<file path="config.mk">
export PLATFORM = sky130hd
export DESIGN_NAME = mem_port_arbiter_flat
export DESIGN_NICKNAME = d
export VERILOG_FILES = /design/src/rtl/mem_port_arbiter_if.sv /design/src/rtl/mem_port_arbiter.sv /design/src/flat_wrapper.sv
export SDC_FILE = /design/constraint.sdc
export NUM_CORES = 1
export LEC_CHECK = 0
export ABC_AREA = 1
export BUFFER_PORTS_ARGS = -buffer_cell sky130_fd_sc_hd__clkbuf_2
export CAP_MARGIN = 20
export CORE_UTILIZATION = 50
export CTS_CLUSTER_DIAMETER = 150
export CTS_CLUSTER_SIZE = 20
export DETAILED_ROUTE_END_ITERATION = 7
export GPL_ROUTABILITY_DRIVEN = 0
export PLACE_DENSITY = 0.83
export SLEW_MARGIN = 10
export SYNTH_ARGS = -nofsm -noshare
export SYNTH_HDL_FRONTEND = slang
export SYNTH_SLANG_ARGS = --single-unit
</file>
<file path="constraint.sdc">
create_clock -name clock -period 3.06 [get_ports clock]
set_input_delay 0.612 -clock clock [delete_from_list [all_inputs] [get_ports clock]]
set_output_delay 0.612 -clock clock [all_outputs]
set_load 0.01 [all_outputs]
</file>
<file path="src/rtl/mem_port_arbiter_if.sv">
// mem_port_arbiter_if
// Bundles the requester handshakes (fetch port F, data port D) and the
// single-port memory bus that mem_port_arbiter sequences.
//   slave  : arbiter view (takes requests and read data, drives done/rdata/mem_*)
//   master : environment view (control unit requesters plus the memory)
// Signals:
//   f_req/f_addr -> f_done/f_rdata                     fetch handshake (read-only)
//   d_req/d_we/d_addr/d_wdata -> d_done/d_rdata        data/stack handshake
//   mem_addr/mem_wdata/mem_we -> mem_rdata             memory bus (1-cycle read latency)
//   busy, owner                                        arbiter status
interface mem_port_arbiter_if #(
    parameter int WIDTH = 16
);
    logic             f_req;
    logic [WIDTH-1:0] f_addr;
    logic             f_done;
    logic [WIDTH-1:0] f_rdata;

    logic             d_req;
    logic             d_we;
    logic [WIDTH-1:0] d_addr;
    logic [WIDTH-1:0] d_wdata;
    logic             d_done;
    logic [WIDTH-1:0] d_rdata;

    logic [WIDTH-1:0] mem_addr;
    logic [WIDTH-1:0] mem_wdata;
    logic             mem_we;
    logic [WIDTH-1:0] mem_rdata;

    logic             busy;
    logic             owner;

    modport slave (
        input  f_req, f_addr, d_req, d_we, d_addr, d_wdata, mem_rdata,
        output f_done, f_rdata, d_done, d_rdata, mem_addr, mem_wdata, mem_we, busy, owner
    );

    modport master (
        output f_req, f_addr, d_req, d_we, d_addr, d_wdata, mem_rdata,
        input  f_done, f_rdata, d_done, d_rdata, mem_addr, mem_wdata, mem_we, busy, owner
    );
endinterface

</file>
<file path="src/rtl/mem_port_arbiter.sv">
// mem_port_arbiter
// Shares one single-port data memory between instruction fetch (F, read-only)
// and data/stack access (D, read or write). D has fixed priority, but after
// STARVE_LIMIT consecutive D grants with F pending, F is forced through.
// Each access is IDLE -> ACCESS -> RESP: grant edge to done pulse is 2 cycles,
// back-to-back issue interval is 3 cycles. All outputs are registered.
// Ports:
//   clock : system clock, rising edge
//   reset : synchronous, active-high; drops any access in flight
//   bus   : mem_port_arbiter_if.slave (requester handshakes, memory bus, busy/owner)
module mem_port_arbiter #(
    parameter int STARVE_LIMIT = 2,
    parameter int WIDTH        = 16
) (
    input logic               clock,
    input logic               reset,
    mem_port_arbiter_if.slave bus
);
    typedef enum logic [1:0] {IDLE, ACCESS, RESP} state_t;

    localparam logic [1:0] STARVE_MAX = 2'(STARVE_LIMIT);

    state_t           state;
    logic [1:0]       starve_cnt;
    logic             acc_we;      // write flag of the access in flight; mem_we drops after ACCESS
    logic             d_wins;

    logic [WIDTH-1:0] mem_addr_q;
    logic [WIDTH-1:0] mem_wdata_q;
    logic [WIDTH-1:0] f_rdata_q;
    logic [WIDTH-1:0] d_rdata_q;
    logic             mem_we_q;
    logic             f_done_q;
    logic             d_done_q;
    logic             busy_q;
    logic             owner_q;

    // D wins unless F has waited through STARVE_LIMIT D grants in a row.
    always_comb begin
        d_wins = bus.d_req && !(bus.f_req && (starve_cnt == STARVE_MAX));
    end

    always_ff @(posedge clock) begin
        if (reset) begin
            state       <= IDLE;
            starve_cnt  <= '0;
            acc_we      <= 1'b0;
            mem_addr_q  <= '0;
            mem_wdata_q <= '0;
            f_rdata_q   <= '0;
            d_rdata_q   <= '0;
            mem_we_q    <= 1'b0;
            f_done_q    <= 1'b0;
            d_done_q    <= 1'b0;
            busy_q      <= 1'b0;
            owner_q     <= 1'b0;
        end else begin
            f_done_q <= 1'b0;
            d_done_q <= 1'b0;
            case (state)
                IDLE: begin
                    if (bus.f_req || bus.d_req) begin
                        state  <= ACCESS;
                        busy_q <= 1'b1;
                        if (d_wins) begin
                            owner_q     <= 1'b1;
                            mem_addr_q  <= bus.d_addr;
                            mem_wdata_q <= bus.d_wdata;
                            mem_we_q    <= bus.d_we;
                            acc_we      <= bus.d_we;
                            if (!bus.f_req) begin
                                starve_cnt <= '0;
                            end else if (starve_cnt != STARVE_MAX) begin
                                starve_cnt <= starve_cnt + 2'd1;
                            end
                        end else begin
                            owner_q    <= 1'b0;
                            mem_addr_q <= bus.f_addr;
                            mem_we_q   <= 1'b0;
                            acc_we     <= 1'b0;
                            starve_cnt <= '0;
                        end
                    end else begin
                        // f_req is low here, so F is not being starved
                        starve_cnt <= '0;
                    end
                end
                ACCESS: begin
                    mem_we_q <= 1'b0;
                    state    <= RESP;
                end
                RESP: begin
                    busy_q <= 1'b0;
                    state  <= IDLE;
                    if (owner_q) begin
                        d_done_q <= 1'b1;
                        if (!acc_we) begin
                            d_rdata_q <= bus.mem_rdata;
                        end
                    end else begin
                        f_done_q  <= 1'b1;
                        f_rdata_q <= bus.mem_rdata;
                    end
                end
                default: state <= IDLE;
            endcase
        end
    end

    assign bus.mem_addr  = mem_addr_q;
    assign bus.mem_wdata = mem_wdata_q;
    assign bus.mem_we    = mem_we_q;
    assign bus.f_rdata   = f_rdata_q;
    assign bus.d_rdata   = d_rdata_q;
    assign bus.f_done    = f_done_q;
    assign bus.d_done    = d_done_q;
    assign bus.busy      = busy_q;
    assign bus.owner     = owner_q;
endmodule

</file>
<file path="src/flat_wrapper.sv">
// flat-port wrapper written by rule: the top's interface ports become plain ports
module mem_port_arbiter_flat 
#(
    parameter int STARVE_LIMIT = 2,
    parameter int WIDTH        = 16
)
  (clock, reset, bus_f_req, bus_f_addr, bus_d_req, bus_d_we, bus_d_addr, bus_d_wdata, bus_mem_rdata, bus_f_done, bus_f_rdata, bus_d_done, bus_d_rdata, bus_mem_addr, bus_mem_wdata, bus_mem_we, bus_busy, bus_owner);
  mem_port_arbiter_if #(.WIDTH(WIDTH)) bus_i ();
  input logic clock;
  input logic reset;
  input wire logic [$bits(bus_i.f_req)-1:0] bus_f_req;
  input wire logic [$bits(bus_i.f_addr)-1:0] bus_f_addr;
  input wire logic [$bits(bus_i.d_req)-1:0] bus_d_req;
  input wire logic [$bits(bus_i.d_we)-1:0] bus_d_we;
  input wire logic [$bits(bus_i.d_addr)-1:0] bus_d_addr;
  input wire logic [$bits(bus_i.d_wdata)-1:0] bus_d_wdata;
  input wire logic [$bits(bus_i.mem_rdata)-1:0] bus_mem_rdata;
  output wire logic [$bits(bus_i.f_done)-1:0] bus_f_done;
  output wire logic [$bits(bus_i.f_rdata)-1:0] bus_f_rdata;
  output wire logic [$bits(bus_i.d_done)-1:0] bus_d_done;
  output wire logic [$bits(bus_i.d_rdata)-1:0] bus_d_rdata;
  output wire logic [$bits(bus_i.mem_addr)-1:0] bus_mem_addr;
  output wire logic [$bits(bus_i.mem_wdata)-1:0] bus_mem_wdata;
  output wire logic [$bits(bus_i.mem_we)-1:0] bus_mem_we;
  output wire logic [$bits(bus_i.busy)-1:0] bus_busy;
  output wire logic [$bits(bus_i.owner)-1:0] bus_owner;
  assign bus_i.f_req = bus_f_req;
  assign bus_i.f_addr = bus_f_addr;
  assign bus_i.d_req = bus_d_req;
  assign bus_i.d_we = bus_d_we;
  assign bus_i.d_addr = bus_d_addr;
  assign bus_i.d_wdata = bus_d_wdata;
  assign bus_i.mem_rdata = bus_mem_rdata;
  assign bus_f_done = bus_i.f_done;
  assign bus_f_rdata = bus_i.f_rdata;
  assign bus_d_done = bus_i.d_done;
  assign bus_d_rdata = bus_i.d_rdata;
  assign bus_mem_addr = bus_i.mem_addr;
  assign bus_mem_wdata = bus_i.mem_wdata;
  assign bus_mem_we = bus_i.mem_we;
  assign bus_busy = bus_i.busy;
  assign bus_owner = bus_i.owner;
  mem_port_arbiter #(.STARVE_LIMIT(STARVE_LIMIT), .WIDTH(WIDTH)) u_core (.clock(clock), .reset(reset), .bus(bus_i));
endmodule
</file>
==> key figures, run 1 <==
Layout
  – Fin nets: 676
  – Commonest non-fill, non-tap cell in the layout: clkbuf_2
  – Most frequent cells in the layout: clkbuf_2, nor2_1, nand2_1, dfxtp_1, inv_1
  – Synth-to-Final Area Change: 25.67%
  – # diodes: 0
  – Design area: 4116 µm²
  – Layout cells sized above 1: 27.17%

Critical path
  – Worst R2R Start: u_core.starve_cnt[0]$_SDFFE_PP0P_
  – CP Max Fanout: 20
  – Max incr delay on CP: 0.81 ns
  – Endpoint class of the critical path: output pin
  – Crit-path cells: clkbuf_2
  – Req. time, crit path: 2.45 ns
  – Buf/Inv on CP: 1
  – CP Class: flip-flop to output pin
  – Startpoint types: flip-flop
  – CP max-delay cell: dfxtp_1
  – Critical path startpoint: u_core.bus.owner$_SDFFE_PP0P_
  – CP delay by family, top: flip-flops
  – CP arrival: 1.41 ns

Routing
  – DRC: 0
  – Vias per std cell: 4.718
  – Post-route ant nets: 0
  – Wire length per cell: 10.89 µm
  – Iter 0 DRT Violations: 148
  – First-pass DRT Iterations: 4
  – Post-Route WL: 7.491 mm
  – Vias: 3246

Placement
  – Area after DPL: 3923 µm²
  – HPWL Detailed: 5.379 mm
  – Pre-CTS WS: 0.8530 ns
  – Port buffer count: 137

Synthesis
  – Mapped Area: 3276 µm²
  – Synthesis warning total: 0
  – Compound-gate portion of the synthesized area: 7.563%
  – Seq/Total Area, Yosys: 45.23%
  – Post-synthesis register bit count: 74
  – Syn avg cell area: 6.768 µm²
  – Post-synthesis cell type count: 20
  – Synth Area in Adders: 0.3820%
  – Mux cell area share after synthesis: 0%
  – Post-synthesis cell count: 484
  – Post-Synth Simple-Gate Area: 35.60%
  – Synth Area in XOR/XNOR: 0%
  – Main combinational cell family by area after synthesis: simple AND/OR/NAND/NOR gates
  – Syn nets: 554

Power
  – Flop pwr share: 48.8%
  – Net switching power: 0.6451 mW
  – P_int: 1.571 mW
  – Comb power frac: 17.9%
  – Power Density: 538.3 nW/µm²
  – Clock network power share: 33.3%
  – Leakage: 2.241 nW
  – VDD IR max: 0.0003590 V
  – Switching Share: 29.11%

Timing
  – Final setup fails: 0
  – Rel. slew slack: 40.94%
  – Final setup margin: 1.038 ns
  – Min Tclk post-route: 2.022 ns
  – Setup Skew: 0.01403 ns
  – Final-report max-slew violation count: 0
  – WHS: 0.4762 ns
  – Worst slew pin tran: 0.8847 ns
  – Final TNS setup: 0 ns
  – Fmax: 494.5 MHz
  – RSZ-0062 raised after global routing: no
  – Final Hold Fails: 0
  – Final Cycle Share: 66.08%

Clock network
  – CTS sink cnt: 74
  – Worst-Skew Late Latency: 0.34 ns
  – CTS Hold Bufs: 0
  – Root Buffer: clkbuf_8
  – Post_cts resized: 0
  – Clock Pin Slew Worst Setup and Hold Paths: 0.07 ns
  – CTS Buf Count: 9
  – # Post-CTS Setup Buffers: 0
  – CTS tree: done
  – Max clock buf depth: 2
  – H-tree depth: 3

Floorplan
  – Die area: 6879 µm²
  – Vert. Die Dim: 82.94 µm
  – I/O pin total: 138
  – Initial core utilization: 51.59%
  – Core footprint: 6350 µm²
  – # rows: 29
  – Chip width: 82.94 µm

Hold path
  – Min-Delay Path Class: flip-flop to flip-flop
  – Hold Path Origin: u_core.bus.busy$_SDFFE_PP0P_

Global route
  – Initial antenna violation count: 0
  – Gr usage total: 21.98%
  – First-pass GRT wire length: 12.50 mm
  – Grt ovf: 0
  – Vias in the first global route: 2836
  – Largest net degree at the start of global routing: 58

Run
  – Max-cap violations: 0

Outcome
  – Outcome: finished clean
final cells by class:
| class | instances | area (µm²) |
|---|---|---|
| inverter | 58 | 217.7 |
| clock buffer | 10 | 127.6 |
| sequential | 74 | 1481 |
| fill | 591 | 2233 |
| timing repair buffer | 139 | 700.7 |
| multi-input combinational | 324 | 1426 |
| clock inverter | 6 | 66.31 |
| tap | 77 | 96.34 |
flip-flops by register name, indices dropped and copies added (netlist names):
register	cells
u_core.acc_we	1
u_core.bus.busy	1
u_core.bus.d_done	1
u_core.bus.d_rdata	16
u_core.bus.f_done	1
u_core.bus.f_rdata	16
u_core.bus.mem_addr	16
u_core.bus.mem_wdata	16
u_core.bus.mem_we	1
u_core.bus.owner	1
u_core.starve_cnt	2
u_core.state	2
logic make-up (layout without fill, tap and decap cells):
family / count (synthesis) / in the layout
AND/OR/NAND/NOR: 282 / 282
buffers and inverters: 86 / 213
flip-flops: 74 / 74
AO/OA/AOI/OAI: 41 / 41
adder cells (fa/ha/maj): 1 / 1
power by group through the flow:
stage	combinational [mW]	sequential, mW	clock (mW)
after floorplan	0.232	1.12	0
after global placement	0.387	1.10	0
after detailed placement	0.398	1.10	0
after CTS	0.399	1.08	0.756
after global routing	0.449	1.09	0.805
final	0.397	1.08	0.738
synthesized netlist by cell type:
cell type | instances | share of area, %
dfxtp_1 | 74 | 45
a21boi_0 | 17 | 3.9
buf_4 | 6 | 1.4
buf_6 | 1 | 0.34
inv_1 | 54 | 6.2
nor2_2 | 2 | 0.38
nor3_1 | 1 | 0.15
ha_1 | 1 | 0.38
nor2_4 | 4 | 1.4
inv_2 | 4 | 0.46
nand4_1 | 18 | 3.4
o21ai_1 | 10 | 1.5
clkbuf_1 | 9 | 1.0
a21oi_1 | 6 | 0.92
nor2_1 | 133 | 15
o21ai_0 | 8 | 1.2
nand3_2 | 1 | 0.31
buf_2 | 12 | 1.8
nand2_1 | 107 | 12
nand3_1 | 16 | 2.4
worst paths after layout:
kind,end,slack (ns),cells past startpoint
worst min-delay path,u_core.bus.busy$_SDFFE_PP0P_,0.48,2
worst max-delay path,bus_owner,1.04,1
worst min register to register,u_core.bus.busy$_SDFFE_PP0P_,0.48,2
worst max register to register,u_core.bus.mem_wdata[15]$_SDFFE_PP0P_,1.04,9
per-stage QoR:
stage / std cells / utilization, % / power [mW]
2_1_floorplan: 484 / - / 1.357
3_5_place_dp: 672 / 61.77 / 1.501
5_1_grt: 688 / 64.83 / 2.344
3_3_place_gp: 672 / 61.77 / 1.488
4_1_cts: 688 / 64.83 / 2.236
6_report: 688 / 64.83 / 2.216
layer usage:
layer / routed length, µm / track usage, %
met5: 0 / 0
met1: 3483 / 28.19
met3: 422 / 6.561
met2: 3435 / 35.02
met4: 149 / 7.994
No activity file was read; power rests on OpenSTA's default activity.
==> run 2, diff against run 1 <==
--- a/config.mk
+++ b/config.mk
@@ -5,15 +5,15 @@
 export SDC_FILE = /design/constraint.sdc
 export NUM_CORES = 1
 export LEC_CHECK = 0
-export ABC_AREA = 1
+export ABC_AREA = 0
 export BUFFER_PORTS_ARGS = -buffer_cell sky130_fd_sc_hd__clkbuf_2
 export CAP_MARGIN = 20
-export CORE_UTILIZATION = 50
+export CORE_UTILIZATION = 46
 export CTS_CLUSTER_DIAMETER = 150
 export CTS_CLUSTER_SIZE = 20
 export DETAILED_ROUTE_END_ITERATION = 7
 export GPL_ROUTABILITY_DRIVEN = 0
-export PLACE_DENSITY = 0.83
+export PLACE_DENSITY = 0.8
 export SLEW_MARGIN = 10
 export SYNTH_ARGS = -nofsm -noshare
 export SYNTH_HDL_FRONTEND = slang
==> constraint.sdc (replaced) <==
create_clock -name clock -period 2 [get_ports clock]
set_input_delay 0.4 -clock clock [delete_from_list [all_inputs] [get_ports clock]]
set_output_delay 0.4 -clock clock [all_outputs]
set_load 0.01 [all_outputs]
==> run 2 against run 1 <==
  * Critical path depth up 4
  * Via count down 9.5%
  * Hold slack worse by 0.19 ns
  * Register-to-register slack worse by 0.67 ns
  * Flip-flop and latch count unchanged
  * Cell count down 19%
  * Setup slack worse by 0.67 ns
  * Clock power up 84%
  * Non-clock buffer count up 6
  * Routed wire length down 2.5%
  * Sequential share of layout area up 2.8 points
  * Power up 56%
  * Critical path type is now flip-flop to flip-flop
==> key figures, run 2 <==
Timing
  – Final TNS setup: 0 ns (unchanged)
  – Final Hold Fails: 0 (unchanged)
  – Fmax: 612.7 MHz
  – RSZ-0062 raised after global routing: no
  – Worst slew pin tran: 0.6484 ns (-0.2363 ns)
  – Rel. slew slack: 56.73% (+16 points)
  – Setup Skew: 0.007071 ns (-0.006964 ns)
  – Final-report max-slew violation count: 0 (unchanged)
  – Final Cycle Share: 81.60%
  – Min Tclk post-route: 1.632 ns
  – Final setup margin: 0.3679 ns (-0.6699 ns)
  – Final setup fails: 0 (unchanged)

Global route
  – Vias in the first global route: 2695 (-5.0%)
  – Grt ovf: 0 (unchanged)
  – Largest net degree at the start of global routing: 33 (-43%)
  – Gr usage total: 22.85% (+0.87 points)
  – First-pass GRT wire length: 11.63 mm (-6.9%)
  – Initial antenna violation count: 0 (unchanged)

Clock network
  – H-tree depth: 3 (unchanged)
  – Max clock buf depth: 2 (unchanged)
  – CTS tree: done
  – Worst-Skew Late Latency: 0.34 ns (about the same)
  – # Post-CTS Setup Buffers: 0 (unchanged)
  – Clock Pin Slew Worst Setup and Hold Paths: 0.08 ns (about the same)
  – CTS sink cnt: 74 (unchanged)
  – Post_cts resized: 0 (unchanged)
  – Root Buffer: clkbuf_8
  – CTS Hold Bufs: 0 (unchanged)
  – CTS Buf Count: 9 (unchanged)

Routing
  – DRC: 0 (unchanged)
  – Vias: 2937 (-9.5%)
  – Post-route ant nets: 0 (unchanged)
  – Vias per std cell: 5.301 (+12%)
  – Iter 0 DRT Violations: 87 (-41%)
  – First-pass DRT Iterations: 6 (+2)
  – Post-Route WL: 7.305 mm (-2.5%)
  – Wire length per cell: 13.19 µm (+21%)
  – Post-Route M1 WL: 3.092 mm (-11%)
  – Met2 wire len: 3.548 mm (+3.3%)
  – DR top layer: met4
  – Met3 Wirelength: 567 µm (+34%)

Power
  – VDD IR max: 0.0005919 V (+65%)
  – Power Density: 903.1 nW/µm² (+68%)
  – Final total power: 3.452 mW (+56%)
  – Leakage: 1.682 nW (-25%)

Synthesis
  – Post-Synth Simple-Gate Area: 20.47% (-15 points)
  – Post-synthesis cell count: 348 (-28%)
  – Post-synthesis cell type count: 29 (+45%)
  – Mapped Area: 2873 µm² (-12%)
  – Synth Area in XOR/XNOR: 0% (unchanged)
  – Main combinational cell family by area after synthesis: compound AO/OA/AOI/OAI gates
  – Mux cell area share after synthesis: 0% (unchanged)
  – Compound-gate portion of the synthesized area: 21.65% (+14 points)
  – Syn avg cell area: 8.255 µm² (+22%)
  – Post-synth top cells: nand2_1, dfxtp_1, a21oi_1
  – EDFF count, synth: 0 (unchanged)
  – Area contributors post-synth: dfxtp_1, nand2_1, a21oi_1, a311oi_1, o21ai_0
  – Largest area contributor in the netlist: dfxtp_1
  – Count leader, synth: nand2_1
  – Post-synthesis register bit count: 74 (unchanged)
  – Synthesis warning total: 0 (unchanged)
  – Synth Area in Adders: 0.4355% (+0.054 points)
  – Synth top area share: 51.57% (+6.3 points)
  – Ys flop type: dfxtp_1
  – Seq/Total Area, Yosys: 51.57% (+6.3 points)
  – Async SR Flop Fraction: 0% (unchanged)
  – Syn nets: 418 (-25%)

Floorplan
  – Core footprint: 5956 µm² (-6.2%)
  – Die area: 6565 µm² (-4.6%)
  – Initial core utilization: 48.24% (-3.4 points)
  – Chip width: 81.03 µm (-2.3%)
  – I/O pin total: 138 (unchanged)
  – Vert. Die Dim: 81.03 µm (-2.3%)
  – # rows: 28 (-3.4%)

Layout
  – Synth-to-Final Area Change: 33.06%
  – Layout cells sized above 1: 34.66% (+7.5 points)
  – Fin nets: 544 (-20%)
  – Final std cells w/o fill: 554 (-19%)
  – Filler cell count: 558 (-5.6%)
  – # diodes: 0 (unchanged)
  – Commonest non-fill, non-tap cell in the layout: clkbuf_2
  – Design area: 3822 µm² (-7.1%)
  – Most frequent cells in the layout: clkbuf_2, nand2_1, dfxtp_1, a21oi_1, o21ai_0

Placement
  – Port buffer count: 137 (unchanged)
  – Inst Count DP: 538 (-20%)
  – Area after DPL: 3588 µm² (-8.5%)
  – Pre-CTS WS: 0.3713 ns (-0.4817 ns)
  – HPWL Detailed: 5.125 mm (-4.7%)

Critical path
  – CP Max Fanout: 32 (+60%)
  – Endpoint class of the critical path: flip-flop
  – Req. time, crit path: 2.24 ns (-0.21 ns)
  – Startpoint types: flip-flop
  – CP Class: flip-flop to flip-flop
  – CP arrival: 1.87 ns (+0.46 ns)

Hold path
  – Min-Delay Path Class: primary input to flip-flop

Outcome
  – Outcome: finished clean

Run
  – Max-cap violations: 0 (unchanged)
[run 2: power by group]
group          total (mW)  switching [mW]  leakage (nW)  internal [mW]
registers            1.61          0.0546         0.605           1.56
clock network        1.36           0.535         0.114          0.828
logic               0.477           0.273         0.963          0.204
[run 2: metrics by stage]
| stage | util (%) | hold slack (ns) |
|---|---|---|
| global placement | 60.25 | 0.4405 |
| detailed placement | 60.25 | 0.4474 |
| global route | 64.18 | 0.2806 |
| floorplan | - | 0.4356 |
| CTS | 64.18 | 0.2744 |
| finish | 64.18 | 0.2824 |
[run 2: path summary, 6_finish.rpt]
kind	end	slack [ns]	from	cells past startpoint
worst min register to register	u_core.bus.d_rdata[3]$_SDFFE_PP0P_	0.45	u_core.bus.d_rdata[3]$_SDFFE_PP0P_	2
worst max register to register	u_core.bus.mem_addr[11]$_SDFFE_PP0P_	0.37	u_core.starve_cnt[0]$_SDFFE_PP0P_	5
worst max-delay path	u_core.bus.mem_addr[11]$_SDFFE_PP0P_	0.37	u_core.starve_cnt[0]$_SDFFE_PP0P_	5
worst min-delay path	u_core.bus.mem_wdata[13]$_SDFFE_PP0P_	0.28	bus_d_wdata[13]	3
[run 2: cell type report]
| type | count | area [µm²] | area share (%) |
|---|---|---|---|
| flip-flops and latches | 74 | 1481 | 38.76 |
| clock inverters | 5 | 102.6 | 2.684 |
| multi-input cells | 242 | 1222 | 31.98 |
| repair buffers | 145 | 783.3 | 20.49 |
| clock buffers | 11 | 131.4 | 3.437 |
| inverters | 2 | 7.507 | 0.1964 |
| well taps | 75 | 93.84 | 2.455 |
[run 2: kinds of logic (layout without fill, tap and decap cells)]
group | Yosys count | in the layout
and+or+nand+nor | 133 | 133
adders and majority gates | 1 | 1
DFF | 74 | 74
AOI/OAI and AO/OA | 108 | 108
buffers and inverters | 32 | 163
[run 2: worst max-delay path, cell delays in order (launching register included)]
cell and delay (ns):
dfxtp_1 0.31, inv_1 0.07, ha_1 0.23, a21bo_2 0.53
nand2_1 0.11, a311oi_1 0.28
[run 2: metal layers]
metal,up-vias,GRT usage [%]
li1,1450,-
met4,0,8.929
met1,1348,25.96
met5,-,0
met2,129,40.08
met3,10,6.629
==> run 3, diff against run 2 <==
--- a/config.mk
+++ b/config.mk
@@ -8,12 +8,12 @@
 export ABC_AREA = 0
 export BUFFER_PORTS_ARGS = -buffer_cell sky130_fd_sc_hd__clkbuf_2
 export CAP_MARGIN = 20
-export CORE_UTILIZATION = 46
+export CORE_UTILIZATION = 41
 export CTS_CLUSTER_DIAMETER = 150
 export CTS_CLUSTER_SIZE = 20
 export DETAILED_ROUTE_END_ITERATION = 7
 export GPL_ROUTABILITY_DRIVEN = 0
-export PLACE_DENSITY = 0.8
+export PLACE_DENSITY = 0.75
 export SLEW_MARGIN = 10
 export SYNTH_ARGS = -nofsm -noshare
 export SYNTH_HDL_FRONTEND = slang
==> constraint.sdc (replaced) <==
create_clock -name clock -period 1.5 [get_ports clock]
set_input_delay 0.3 -clock clock [delete_from_list [all_inputs] [get_ports clock]]
set_output_delay 0.3 -clock clock [all_outputs]
set_load 0.01 [all_outputs]
==> run 3 against run 2 <==
  * First-iteration DRC count down 28%
  * Sequential power up 33%
  * Final area up 2.6%
==> key figures, run 3 (same netlist as run 2, synthesis figures left out) <==
Placement
  – HPWL Detailed: 4.947 mm (-3.5%)
  – Area after DPL: 3657 µm² (+1.9%)
  – Port buffer count: 137 (unchanged)
  – Pre-CTS WS: 0.008561 ns (-0.3627 ns)

Floorplan
  – # rows: 30 (+7.1%)
  – Initial core utilization: 42.28% (-6.0 points)
  – Vert. Die Dim: 85.71 µm (+5.8%)
  – I/O pin total: 138 (unchanged)
  – Chip width: 85.71 µm (+5.8%)
  – Core footprint: 6794 µm² (+14%)
  – Die area: 7345 µm² (+12%)

Routing
  – Post-Route WL: 7.340 mm (+0.48%)
  – Vias per std cell: 5.015 (-5.4%)
  – DRC: 0 (unchanged)
  – Vias: 2914 (-0.78%)
  – Iter 0 DRT Violations: 63 (-28%)
  – Wire length per cell: 12.63 µm (-4.2%)
  – Post-route ant nets: 0 (unchanged)
  – First-pass DRT Iterations: 4 (-2)

Timing
  – Fmax: 718.7 MHz (+17%)
  – Rel. slew slack: 75.49% (+19 points)
  – Final setup fails: 0 (unchanged)
  – Final Cycle Share: 92.76% (+11 points)
  – RSZ-0062 raised after global routing: no
  – Final-report max-slew violation count: 0 (unchanged)
  – Final TNS setup: 0 ns (unchanged)
  – Worst slew pin tran: 0.3677 ns (-0.2808 ns)
  – WHS: 0.1823 ns (-0.1001 ns)
  – Final Hold Fails: 0 (unchanged)
  – Setup Skew: 0.009204 ns (+0.002134 ns)
  – Final setup margin: 0.1087 ns (-0.2593 ns)
  – Min Tclk post-route: 1.391 ns (-0.2407 ns)

Critical path
  – CP max-delay cell: dfxtp_1
  – Req. time, crit path: 1.77 ns (-0.47 ns)
  – CP Class: flip-flop to flip-flop
  – Buf/Inv on CP: 3 (+2)
  – CP Max Fanout: 18 (-44%)
  – Startpoint types: flip-flop
  – Crit-path cells: inv_1 -> ha_2 -> a21boi_4 -> buf_4 -> clkbuf_16 -> nand4b_1 -> a21oi_1
  – CP delay by family, top: buffers and inverters
  – CP arrival: 1.66 ns (-0.21 ns)
  – Endpoint class of the critical path: flip-flop
  – Max incr delay on CP: 0.34 ns (-0.19 ns)

Layout
  – Fin nets: 550 (+1.1%)
  – # diodes: 0 (unchanged)
  – Synth-to-Final Area Change: 36.45%
  – Design area: 3920 µm² (+2.6%)
  – Commonest non-fill, non-tap cell in the layout: clkbuf_2
  – Most frequent cells in the layout: clkbuf_2, nand2_1, dfxtp_1, a21oi_1, o21ai_0
  – Filler cell count: 641 (+15%)
  – Layout cells sized above 1: 36.08% (+1.4 points)

Power
  – Leakage: 1.710 nW (+1.7%)
  – VDD IR max: 0.0005125 V (-13%)
  – Power Density: 1154 nW/µm² (+28%)
  – Final total power: 4.524 mW (+31%)

Outcome
  – Outcome: finished clean

Clock network
  – Clock Pin Slew Worst Setup and Hold Paths: 0.08 ns (about the same)
  – Root Buffer: clkbuf_8
  – Max clock buf depth: 2 (unchanged)
  – CTS Buf Count: 9 (unchanged)
  – CTS tree: done
  – H-tree depth: 3 (unchanged)
  – Worst-Skew Late Latency: 0.34 ns (about the same)
  – CTS sink cnt: 74 (unchanged)

Global route
  – Largest net degree at the start of global routing: 38 (+15%)
  – Grt ovf: 0 (unchanged)
  – First-pass GRT wire length: 11.87 mm (+2.0%)
  – Vias in the first global route: 2675 (-0.74%)
  – Gr usage total: 20.33% (-2.5 points)
  – Initial antenna violation count: 0 (unchanged)

Hold path
  – Min-Delay Path Class: primary input to flip-flop

Run
  – Max-cap violations: 0 (unchanged)
==> run 3: final timing paths <==
| kind | from | endpoint | slack (ns) | cells after the start |
|---|---|---|---|---|
| min reg2reg | u_core.bus.d_rdata[3]$_SDFFE_PP0P_ | u_core.bus.d_rdata[3]$_SDFFE_PP0P_ | 0.45 | 2 |
| min | bus_d_wdata[0] | u_core.bus.mem_wdata[0]$_SDFFE_PP0P_ | 0.18 | 3 |
| max reg2reg | u_core.starve_cnt[0]$_SDFFE_PP0P_ | u_core.starve_cnt[1]$_SDFFE_PP0P_ | 0.11 | 7 |
| max | u_core.starve_cnt[0]$_SDFFE_PP0P_ | u_core.starve_cnt[1]$_SDFFE_PP0P_ | 0.11 | 7 |
==> run 3: layer usage <==
layer	vias to the layer above	global-route usage, %	share of wire, %
met5	-	0	0
met4	0	9.545	1.6
met3	10	5.101	7.1
met2	106	36.58	48
met1	1337	22.44	44
li1	1461	-	-
==> run 3: per-stage QoR <==
| step | utilization, % | std cells |
|---|---|---|
| final | 57.70 | 581 |
| after global routing | 57.70 | 581 |
| after CTS | 57.18 | 579 |
| after detailed placement | 53.83 | 563 |
| after global placement | 53.83 | 563 |
| after floorplan | - | 348 |
==> run 3: power breakdown <==
group	internal [mW]	leakage, nW	switching [mW]
sequential	2.08	0.605	0.0671
combinational	0.296	1.00	0.368
clock	0.981	0.101	0.735
total	3.35	1.71	1.17
==> run 3: repair_timing <==
| item | CTS | global route |
|---|---|---|
| setup endpoints to repair | 0 | 17 |
| resized for setup | 0 | 2 |
| setup buffers | 0 | 1 |
| hold buffers | 0 | 0 |
==> run 3: area by class of cell <==
cell class / instances / area, µm² / area share [%]
timing repair buffer: 151 / 858.3 / 21.90
inverter: 2 / 7.507 / 0.1915
multi-input combinational: 242 / 1225 / 31.25
tap: 96 / 120.1 / 3.064
clock buffer: 10 / 137.6 / 3.511
clock inverter: 6 / 90.09 / 2.298
sequential: 74 / 1481 / 37.79
==> run 3: worst min-delay path: stages <==
cell and delay, ns:
clkbuf_2 0.08, nand3_1 0.05, a21oi_1 0.05
